### src/rtl/jogo_pkg.sv
// Shared definitions for the game blocks: default sizes and the
// encoding of the move-detector states (also exposed on db_estado).
package jogo_pkg;

  localparam int N_BOTOES_PADRAO        = 4;
  localparam int LARGURA_JOGADA_PADRAO  = 2;
  localparam int DEBOUNCE_CICLOS_PADRAO = 50000;

  localparam logic [2:0] COD_OCIOSO        = 3'd0;
  localparam logic [2:0] COD_ESPERA_BOTAO  = 3'd1;
  localparam logic [2:0] COD_FILTRA        = 3'd2;
  localparam logic [2:0] COD_EMITE         = 3'd3;
  localparam logic [2:0] COD_INVALIDA      = 3'd4;
  localparam logic [2:0] COD_ESPERA_SOLTAR = 3'd5;

  typedef enum logic [2:0] {
    OCIOSO        = COD_OCIOSO,
    ESPERA_BOTAO  = COD_ESPERA_BOTAO,
    FILTRA        = COD_FILTRA,
    EMITE         = COD_EMITE,
    INVALIDA      = COD_INVALIDA,
    ESPERA_SOLTAR = COD_ESPERA_SOLTAR
  } estado_t;

endpackage

### src/rtl/detector_de_jogada_if.sv
// Move handshake between the push-buttons / control unit and the move
// detector. The detector drives the master side.
interface detector_de_jogada_if
  import jogo_pkg::*;
#(
  parameter int N_BOTOES       = N_BOTOES_PADRAO,
  parameter int LARGURA_JOGADA = LARGURA_JOGADA_PADRAO
);

  logic                      habilita;
  logic [N_BOTOES-1:0]       botoes;
  logic                      fez_jogada;
  logic [LARGURA_JOGADA-1:0] jogada;
  logic                      jogada_invalida;
  logic [2:0]                db_estado;

  modport master (
    input  habilita, botoes,
    output fez_jogada, jogada, jogada_invalida, db_estado
  );

  modport slave (
    output habilita, botoes,
    input  fez_jogada, jogada, jogada_invalida, db_estado
  );

endinterface

### src/rtl/sincronizador_botoes.sv
// Two-flop synchronizer for the raw asynchronous push-buttons.
module sincronizador_botoes
  import jogo_pkg::*;
#(
  parameter int LARGURA = N_BOTOES_PADRAO
) (
  input  logic               clock,
  input  logic               reset,
  input  logic [LARGURA-1:0] entrada,
  output logic [LARGURA-1:0] saida
);

  logic [LARGURA-1:0] estagio1_r;
  logic [LARGURA-1:0] estagio2_r;

  // Two-stage chain so the FSM never sees a metastable level
  always_ff @(posedge clock or posedge reset) begin
    if (reset) begin
      estagio1_r <= '0;
      estagio2_r <= '0;
    end else begin
      estagio1_r <= entrada;
      estagio2_r <= estagio1_r;
    end
  end

  assign saida = estagio2_r;

endmodule

### src/rtl/detector_de_jogada.sv
// Player-move detector: synchronizes and debounces the answer buttons,
// emits one fez_jogada pulse per accepted single-button press and one
// jogada_invalida pulse per multi-button press.
// Build option: DETECTOR_JOGADA_DEBOUNCE_EN builds the debounce counter;
// without it FILTRA and ESPERA_SOLTAR last a single cycle each.
module detector_de_jogada
  import jogo_pkg::*;
#(
  parameter int N_BOTOES        = N_BOTOES_PADRAO,
  parameter int LARGURA_JOGADA  = LARGURA_JOGADA_PADRAO,
  parameter int DEBOUNCE_CICLOS = DEBOUNCE_CICLOS_PADRAO
) (
  input logic                  clock,
  input logic                  reset,
  detector_de_jogada_if.master bus
);

  if (LARGURA_JOGADA != $clog2(N_BOTOES)) begin : g_chk_largura
    $error("LARGURA_JOGADA must equal clog2(N_BOTOES)");
  end
  if (DEBOUNCE_CICLOS < 2) begin : g_chk_debounce
    $error("DEBOUNCE_CICLOS must be at least 2");
  end

  // True when exactly one button is pressed
  function automatic logic eh_one_hot(input logic [N_BOTOES-1:0] v);
    return (v != '0) && ((v & (v - N_BOTOES'(1))) == '0);
  endfunction

  // Binary index of the set bit of a one-hot vector
  function automatic logic [LARGURA_JOGADA-1:0] indice_one_hot(input logic [N_BOTOES-1:0] v);
    logic [LARGURA_JOGADA-1:0] idx;
    idx = '0;
    for (int i = 0; i < N_BOTOES; i++) begin
      if (v[i]) begin
        idx = LARGURA_JOGADA'(i);
      end
    end
    return idx;
  endfunction

  logic [N_BOTOES-1:0]       sinc_s;
  logic                      padrao_one_hot_s;
  logic [LARGURA_JOGADA-1:0] padrao_indice_s;

  estado_t                   estado_r;
  logic [N_BOTOES-1:0]       padrao_r;
  logic [LARGURA_JOGADA-1:0] jogada_r;
  logic                      fez_jogada_r;
  logic                      jogada_invalida_r;

`ifdef DETECTOR_JOGADA_DEBOUNCE_EN
  localparam int LARGURA_CONT = $clog2(DEBOUNCE_CICLOS);
  localparam logic [LARGURA_CONT-1:0] CONT_MAX = LARGURA_CONT'(DEBOUNCE_CICLOS - 1);
  logic [LARGURA_CONT-1:0] contador_r;
`endif

  sincronizador_botoes #(.LARGURA(N_BOTOES)) u_sinc (
    .clock   (clock),
    .reset   (reset),
    .entrada (bus.botoes),
    .saida   (sinc_s)
  );

  assign padrao_one_hot_s = eh_one_hot(padrao_r);
  assign padrao_indice_s  = indice_one_hot(padrao_r);

  // Move FSM; pulses and jogada are registered on the edge entering EMITE/INVALIDA
  always_ff @(posedge clock or posedge reset) begin
    if (reset) begin
      estado_r          <= OCIOSO;
      padrao_r          <= '0;
      jogada_r          <= '0;
      fez_jogada_r      <= 1'b0;
      jogada_invalida_r <= 1'b0;
`ifdef DETECTOR_JOGADA_DEBOUNCE_EN
      contador_r        <= '0;
`endif
    end else begin
      fez_jogada_r      <= 1'b0;
      jogada_invalida_r <= 1'b0;
      case (estado_r)
        OCIOSO: begin
          // go through ESPERA_SOLTAR so a button held from the last round is ignored
          if (bus.habilita) begin
            estado_r <= ESPERA_SOLTAR;
`ifdef DETECTOR_JOGADA_DEBOUNCE_EN
            contador_r <= '0;
`endif
          end
        end
        ESPERA_BOTAO: begin
          if (!bus.habilita) begin
            estado_r <= OCIOSO;
          end else if (sinc_s != '0) begin
            padrao_r <= sinc_s;
            estado_r <= FILTRA;
`ifdef DETECTOR_JOGADA_DEBOUNCE_EN
            contador_r <= '0;
`endif
          end
        end
        FILTRA: begin
          if (sinc_s != padrao_r) begin
            estado_r <= ESPERA_BOTAO;
          end else if (!bus.habilita) begin
            estado_r <= OCIOSO;
`ifdef DETECTOR_JOGADA_DEBOUNCE_EN
          end else if (contador_r != CONT_MAX) begin
            contador_r <= contador_r + LARGURA_CONT'(1);
`endif
          end else if (padrao_one_hot_s) begin
            estado_r     <= EMITE;
            fez_jogada_r <= 1'b1;
            jogada_r     <= padrao_indice_s;
          end else begin
            estado_r          <= INVALIDA;
            jogada_invalida_r <= 1'b1;
          end
        end
        EMITE, INVALIDA: begin
          estado_r <= ESPERA_SOLTAR;
`ifdef DETECTOR_JOGADA_DEBOUNCE_EN
          contador_r <= '0;
`endif
        end
        ESPERA_SOLTAR: begin
`ifdef DETECTOR_JOGADA_DEBOUNCE_EN
          // any pressed button restarts the release filter
          if (sinc_s != '0) begin
            contador_r <= '0;
          end else if (contador_r != CONT_MAX) begin
            contador_r <= contador_r + LARGURA_CONT'(1);
          end else begin
            estado_r <= bus.habilita ? ESPERA_BOTAO : OCIOSO;
          end
`else
          if (sinc_s == '0) begin
            estado_r <= bus.habilita ? ESPERA_BOTAO : OCIOSO;
          end
`endif
        end
        default: begin
          estado_r <= OCIOSO;
        end
      endcase
    end
  end

  assign bus.fez_jogada      = fez_jogada_r;
  assign bus.jogada          = jogada_r;
  assign bus.jogada_invalida = jogada_invalida_r;
  assign bus.db_estado       = estado_r;

endmodule

### src/flat_wrapper.sv
// flat-port wrapper written by rule: the top's interface ports become plain ports
module detector_de_jogada_flat import jogo_pkg::*;
#(
  parameter int N_BOTOES        = N_BOTOES_PADRAO,
  parameter int LARGURA_JOGADA  = LARGURA_JOGADA_PADRAO,
  parameter int DEBOUNCE_CICLOS = DEBOUNCE_CICLOS_PADRAO
)
  (clock, reset, bus_habilita, bus_botoes, bus_fez_jogada, bus_jogada, bus_jogada_invalida, bus_db_estado);
  detector_de_jogada_if #(.N_BOTOES(N_BOTOES), .LARGURA_JOGADA(LARGURA_JOGADA)) bus_i ();
  input logic clock;
  input logic reset;
  input wire logic [$bits(bus_i.habilita)-1:0] bus_habilita;
  input wire logic [$bits(bus_i.botoes)-1:0] bus_botoes;
  output wire logic [$bits(bus_i.fez_jogada)-1:0] bus_fez_jogada;
  output wire logic [$bits(bus_i.jogada)-1:0] bus_jogada;
  output wire logic [$bits(bus_i.jogada_invalida)-1:0] bus_jogada_invalida;
  output wire logic [$bits(bus_i.db_estado)-1:0] bus_db_estado;
  assign bus_i.habilita = bus_habilita;
  assign bus_i.botoes = bus_botoes;
  assign bus_fez_jogada = bus_i.fez_jogada;
  assign bus_jogada = bus_i.jogada;
  assign bus_jogada_invalida = bus_i.jogada_invalida;
  assign bus_db_estado = bus_i.db_estado;
  detector_de_jogada #(.N_BOTOES(N_BOTOES), .LARGURA_JOGADA(LARGURA_JOGADA), .DEBOUNCE_CICLOS(DEBOUNCE_CICLOS)) u_core (.clock(clock), .reset(reset), .bus(bus_i));
endmodule
### config.mk
export PLATFORM = sky130hd
export DESIGN_NAME = detector_de_jogada_flat
export DESIGN_NICKNAME = d
export VERILOG_FILES = /design/src/rtl/jogo_pkg.sv /design/src/rtl/detector_de_jogada_if.sv /design/src/rtl/sincronizador_botoes.sv /design/src/rtl/detector_de_jogada.sv /design/src/flat_wrapper.sv
export SDC_FILE = /design/constraint.sdc
export NUM_CORES = 1
export LEC_CHECK = 0
export ABC_AREA = 1
export ABC_CLOCK_PERIOD_IN_PS = 1600
export BUFFER_PORTS_ARGS = -buffer_cell sky130_fd_sc_hd__clkbuf_2
export CAP_MARGIN = 10
export CORE_MARGIN = 3
export CORE_UTILIZATION = 53
export DETAILED_ROUTE_END_ITERATION = 16
export GPL_TIMING_DRIVEN = 0
export HOLD_SLACK_MARGIN = 0.08
export MAX_ROUTING_LAYER = met4
export PLACE_DENSITY_LB_ADDON = 0.08
export SYNTH_ARGS = -nofsm -noshare
export SYNTH_HDL_FRONTEND = slang
export SYNTH_HIERARCHICAL = 1
export SYNTH_SLANG_ARGS = --single-unit
### constraint.sdc
create_clock -name clock -period 1.6 [get_ports clock]
set_input_delay 0.32 -clock clock [delete_from_list [all_inputs] [get_ports clock]]
set_output_delay 0.32 -clock clock [all_outputs]
set_load 0.02 [all_outputs]
---- After elaboration in Yosys (flattened, before gate mapping) ----
Cells that the tools add are included.
word-level totals
  flip-flop bits (word level) ............. 19
  output and inout port bits .............. 7
  logic and storage cells ................. 49
cells by class
  $add $sub $neg .......................... 1
  equality and inequality tests ........... 9
  mux-type cells .......................... 20
  bitwise gates (word level) .............. 2
  reduce and logical (&&, ||, !) cells .... 10
operator list
  kind                   number
  $mux W3                7
  $pmux W3 S5            1
  $mux W1                10
  $logic_not A4 Y1       2
  $reduce_bool A4 Y1     2
  $eq A3 B2 Y1 const B   2
  $eq A3 B3 Y1 const B   2
  $reduce_and A3 Y1      2
  $and A4 B4 Y4          1
  $mux W2                2
  $ne A4 B4 Y1           1
  $reduce_and A4 Y1      1
  $sub A4 B1 Y4 const B  1
  $eq A3 B1 Y1 const B   1
  $logic_not A3 Y1       1
  $ne A3 B2 Y1 const B   1
  $ne A2 B1 Y1 const B   1
  $ne A2 B2 Y1 const B   1
  $reduce_or A2 Y1       1
  $logic_and A1 B1 Y1    1
  $not A1 Y1             1

---- Logic depth before layout (Yosys ltp) ----
  word-level depth ........................ 8
  depth in mapped cells ................... 10
  mapped depth without buffers ............ 10

---- By module ----
Netlist, hierarchy kept.
by module, submodules not included
  module                instances  cells an instance  area each (um^2)  sequential area each (um^2)
  detector_de_jogada    1          100                699.4             275.3
  sincronizador_botoes  1          9                  203.9             200.2

---- Least setup slack after synthesis ----
No wires, ideal clock.
  path type ............................... reg-to-reg
  start ................................... reg u_core.estado_r[0] (netlist: u_core/bus.db_estado[0])
  end ..................................... reg u_core.jogada_r[0] (netlist: u_core/bus.jogada[0])
  library setup time ...................... 0.122 ns
  data arrival time ....................... 1.092 ns
  required time ........................... 1.478 ns
  slack ................................... 0.386 ns
  cell stages (with the launch flop) ...... 7
  buffers on the path ..................... 0
  clock period less this slack ............ 1.214 ns
  cell sequence ........................... dfrtp_1 inv_1 nand2_1 nor3_2 nand4_4 nand2_1 o21ai_1
on the way
  longest elaborated chain between the ends .. 2
RTL lines
  item                                RTL line                   RTL
  from (decl)                         detector_de_jogada.sv:46   estado_t estado_r;
  from (signal assigned)              detector_de_jogada.sv:139  estado_r <= bus.habilita ? ESPERA_BOTAO : OCIOSO;
  $eq A3 B2 Y1                        detector_de_jogada.sv:82   case (estado_r)
  $reduce_and A4 Y1 (no source line)  -
  to (signal assigned)                detector_de_jogada.sv:115  jogada_r <= padrao_indice_s;
  to (decl)                           detector_de_jogada.sv:48   logic [LARGURA_JOGADA-1:0] jogada_r;
No other way between the ends.
A chain may end at the register's enable or synchronous reset.

---- Worst setup path after layout ----
  start ................................... reg u_core.estado_r[1] (netlist: u_core/bus.db_estado[1])
  end ..................................... reg u_core.padrao_r[3]
on the way
  longest elaborated chain between the ends .. 2
RTL lines
  item                                RTL line                  RTL
  $eq A3 B1 Y1                        detector_de_jogada.sv:82
  $reduce_and A3 Y1 (no source line)  -
  to (signal assigned)                detector_de_jogada.sv:96  padrao_r <= sinc_s;
  to (decl)                           detector_de_jogada.sv:47  logic [N_BOTOES-1:0] padrao_r;
No other way between the ends.

==> results.py <==
metrics = {
    "layout": {
        "nets": 135,
        "fin_area_um2": 1025,
        "drive_above_1_share_pct": 27.56,
        "antennaDiodeCount": 0,
        "fill_cells": 124,
        "syn_to_final_growth_pct": 13.43,
    },
    "timing": {
        "relSlewSlack_pct": 70.85,
        "hold_viol": 0,
        "fin_setup_tns_ns": 0,
        "maxSlewViolCount": 0,
        "tightest_slew_ns": 0.4368,
        "rsz0062_at_grt": "no",
        "skew_ns": 0.002625,
        "final-setup-viol-count": 0,
        "fmax_ghz": 0.7673,
        "worst_slack_ns": 0.2968,
        "period_share_pct": 81.45,
        "fin_crit_ns": 1.303,
    },
    "synth": {
        "synth_edf_count": 0,
        "synthesis.area_um2": 903.4,
        "async_reset_ff_share_pct": 100.0,
        "synthTopCellsByArea": "dfrtp_1 (53%), nand2_1 (16%), inv_1 (6.6%), nand2_2 (4.8%), nor2_4 (2.5%)",
        "avgSynthCellArea_um2": 8.288,
        "yosys-top-cells-count": "nand2_1 (38), dfrtp_1 (19), inv_1 (16)",
        "synth_most_common_cell": "nand2_1",
        "synth-seq-area-share_pct": 52.63,
        "synth_nets": 116,
        "synth_largest_area_cell": "dfrtp_1",
        "yosys_warnings": 6,
        "syn_inst": 109,
        "ys.flop_type": "dfrtp_1",
        "synth_cell_types": 17,
        "synth_top_area_share_pct": 52.63,
        "ys_seq_elements": 19,
    },
    "worst_setup_path": {
        "setup.worst_path.start_class": "flip-flop",
        "crit_family": "simple AND/OR/NAND/NOR gates",
        "cpMostUsedCell": "nand2_1",
        "cp-end-kind": "flip-flop",
        "path_buf_inv": 1,
        "critPathArrivalTime_ns": 1.47,
        "critical_path.max_stage_delay_ns": 0.42,
        "path_max_fanout": 8,
        "worstPathRequired_ns": 1.77,
        "path_cells": "inv_1, nand2_1, nor3_2, nand2_1, nand2_1, o21ai_0",
        "slowest_stage": "dfrtp_1",
        "crit_type": "flip-flop to flip-flop",
    },
    "clock_network": {
        "ctsHoldBuffers": 1,
        "clock_path_buffers": 2,
        "cts_tree": "yes",
        "ctsResizeCount": 0,
        "cts.reportedPaths.clkPinSlew_ns": 0.10,
        "cts_setup_buffers": 0,
        "cts_root_buf": "clkbuf_4",
        "insertion_delay_ns": 0.28,
        "cts_buffers": 3,
        "clkSinkCount": 19,
        "htree_levels": 1,
    },
    "route": {
        "vias_per_cell": 4.755,
        "first_pass_iters": 4,
        "postRouteAntennaNets": 0,
        "drt_iter0_markers": 9,
        "dr_total_vias": 680,
        "finalWirelength_um": 1410,
        "wire_per_inst_um": 9.860,
        "post-route-drc-count": 0,
    },
    "global_route": {
        "grt_antenna_before_repair": 0,
        "grt_util_met1_pct": 18.03,
        "grt_usage_pct": 15.58,
        "met2_usage_pct": 24.06,
        "top_usage_layer": "met2",
        "grt_pass1_wl_um": 2242,
        "grt_max_degree": 12,
        "grt_pass1_vias": 585,
        "grt-ovfl-total": 0,
        "grt_util_met3_pct": 2.299,
    },
    "placed_design": {
        "dp_hpwl_um": 1142,
        "place_area_um2": 988.4,
        "dp_slack_ns": 0.3210,
        "routabilityCongestion": 0.8879,
        "numPortBuffers": 13,
    },
    "die": {
        "row_count": 14,
        "ios": 14,
        "die_w_um": 47.29,
        "initial_core_util_pct": 57.95,
        "core_um2": 1559,
        "die_area_um2": 2236,
        "fp.dieH_um": 47.29,
    },
    "power": {
        "power_frac_clock_pct": 13.8,
        "combPwrFrac_pct": 44.8,
        "switching_share_pct": 43.57,
        "switchingPower_mw": 0.7210,
        "power_frac_seq_pct": 41.4,
        "power_mw": 1.655,
        "ir_drop_mv": 0.8227,
        "power_leakage_nw": 0.5896,
        "powerDensity_nw_per_um2": 1615,
        "p_int_mw": 0.9338,
    },
    "run_status": {
        "status": "complete, no violations",
    },
    "run": {
        "drv_cap": 0,
    },
    "worst_hold_path": {
        "worstHoldPathType": "primary input to flip-flop",
    },
}
-- flip-flops by register name (all words and copies together), names as in the netlist --
register and count:
u_core/bus.db_estado 3, u_core/bus.fez_jogada 1, u_core/bus.jogada 2, u_core/bus.jogada_invalida 1
u_core/padrao_r 4, u_core/u_sinc/estagio1_r 4, u_core/u_sinc/saida 4
-- power by group through the flow --
stage | Clock (mW) | Combinational [mW] | Sequential (mW)
floorplan | 0 | 0.564 | 0.729
global placement | 0 | 0.740 | 0.692
detailed placement | 0 | 0.748 | 0.695
CTS | 0.243 | 0.751 | 0.685
global route | 0.260 | 0.853 | 0.705
finish | 0.229 | 0.741 | 0.685
-- cell families after synthesis --
| logic type | count (synthesis) | synth area share (%) |
|---|---|---|
| and+or+nand+nor | 60 | 33.24 |
| buffers and inverters | 22 | 9.280 |
| DFF | 19 | 52.63 |
| AOI/OAI and AO/OA | 8 | 4.847 |
-- layout by cell type, fill, tap and decap left out --
master	Yosys	layout
clkbuf_1	0	1
nor3_2	2	2
clkbuf_2	0	13
nand4_4	1	1
o21ai_1	2	2
and2_1	1	1
nor2_1	4	4
dlygate4sd3_1	0	1
nand2_2	7	7
nand2_1	38	38
nor2_4	2	2
clkbuf_4	0	3
a21oi_2	1	1
o21ai_0	3	3
a21oi_1	2	2
nand3_1	2	2
inv_2	5	5
nand4_1	3	3
dfrtp_1	19	19
clkinv_2	1	1
inv_1	16	16
-- per-layer routing --
metal / wire length (µm) / share of wire, %
met4: 27 / 1.9
met5: 0 / 0
met2: 646 / 46
met3: 53 / 3.8
met1: 683 / 48
-- metrics by stage --
step | util (%) | cells | hold WS, ns
floorplan | - | 109 | 0.1357
global placement | 63.40 | 138 | 0.2569
detailed placement | 63.40 | 138 | 0.2657
CTS | 65.73 | 143 | 0.1194
global route | 65.73 | 143 | 0.1094
finish | 65.73 | 143 | 0.1322
-- worst reg2reg max path: cells and delay by family, from the launching register on --
kind / cells / cell delay, ns
simple gates: 4 / 0.61
buf+inv: 1 / 0.08
flops: 1 / 0.42
compound gates: 1 / 0.08
-- layout make-up --
type                    instances  area, µm²  share of cell area (%)
flip-flops and latches         19      475.5                   46.40
multi-input cells              68      344.1                   33.58
inverters                      22      83.83                   8.181
repair buffers                 14      75.07                   7.326
clock buffers                   4      26.28                   2.564
well taps                      16      20.02                   1.954
-- path summary, 6_finish.rpt --
kind / startpoint / to / slack (ns) / cells after the start
max reg2reg: u_core/bus.db_estado[1] / u_core/padrao_r[3] / 0.30 / 6
max: u_core/bus.db_estado[1] / u_core/padrao_r[3] / 0.30 / 6
min reg2reg: u_core/u_sinc/estagio1_r[1] / u_core/u_sinc/saida[1] / 0.36 / 0
max in group asynchronous: reset / u_core/bus.fez_jogada / 0.74 / 3
min: bus_botoes[0] / u_core/u_sinc/estagio1_r[0] / 0.13 / 1
min in group asynchronous: reset / u_core/u_sinc/estagio1_r[0] / 0.49 / 3
Power figures use the tool's default switching activity.
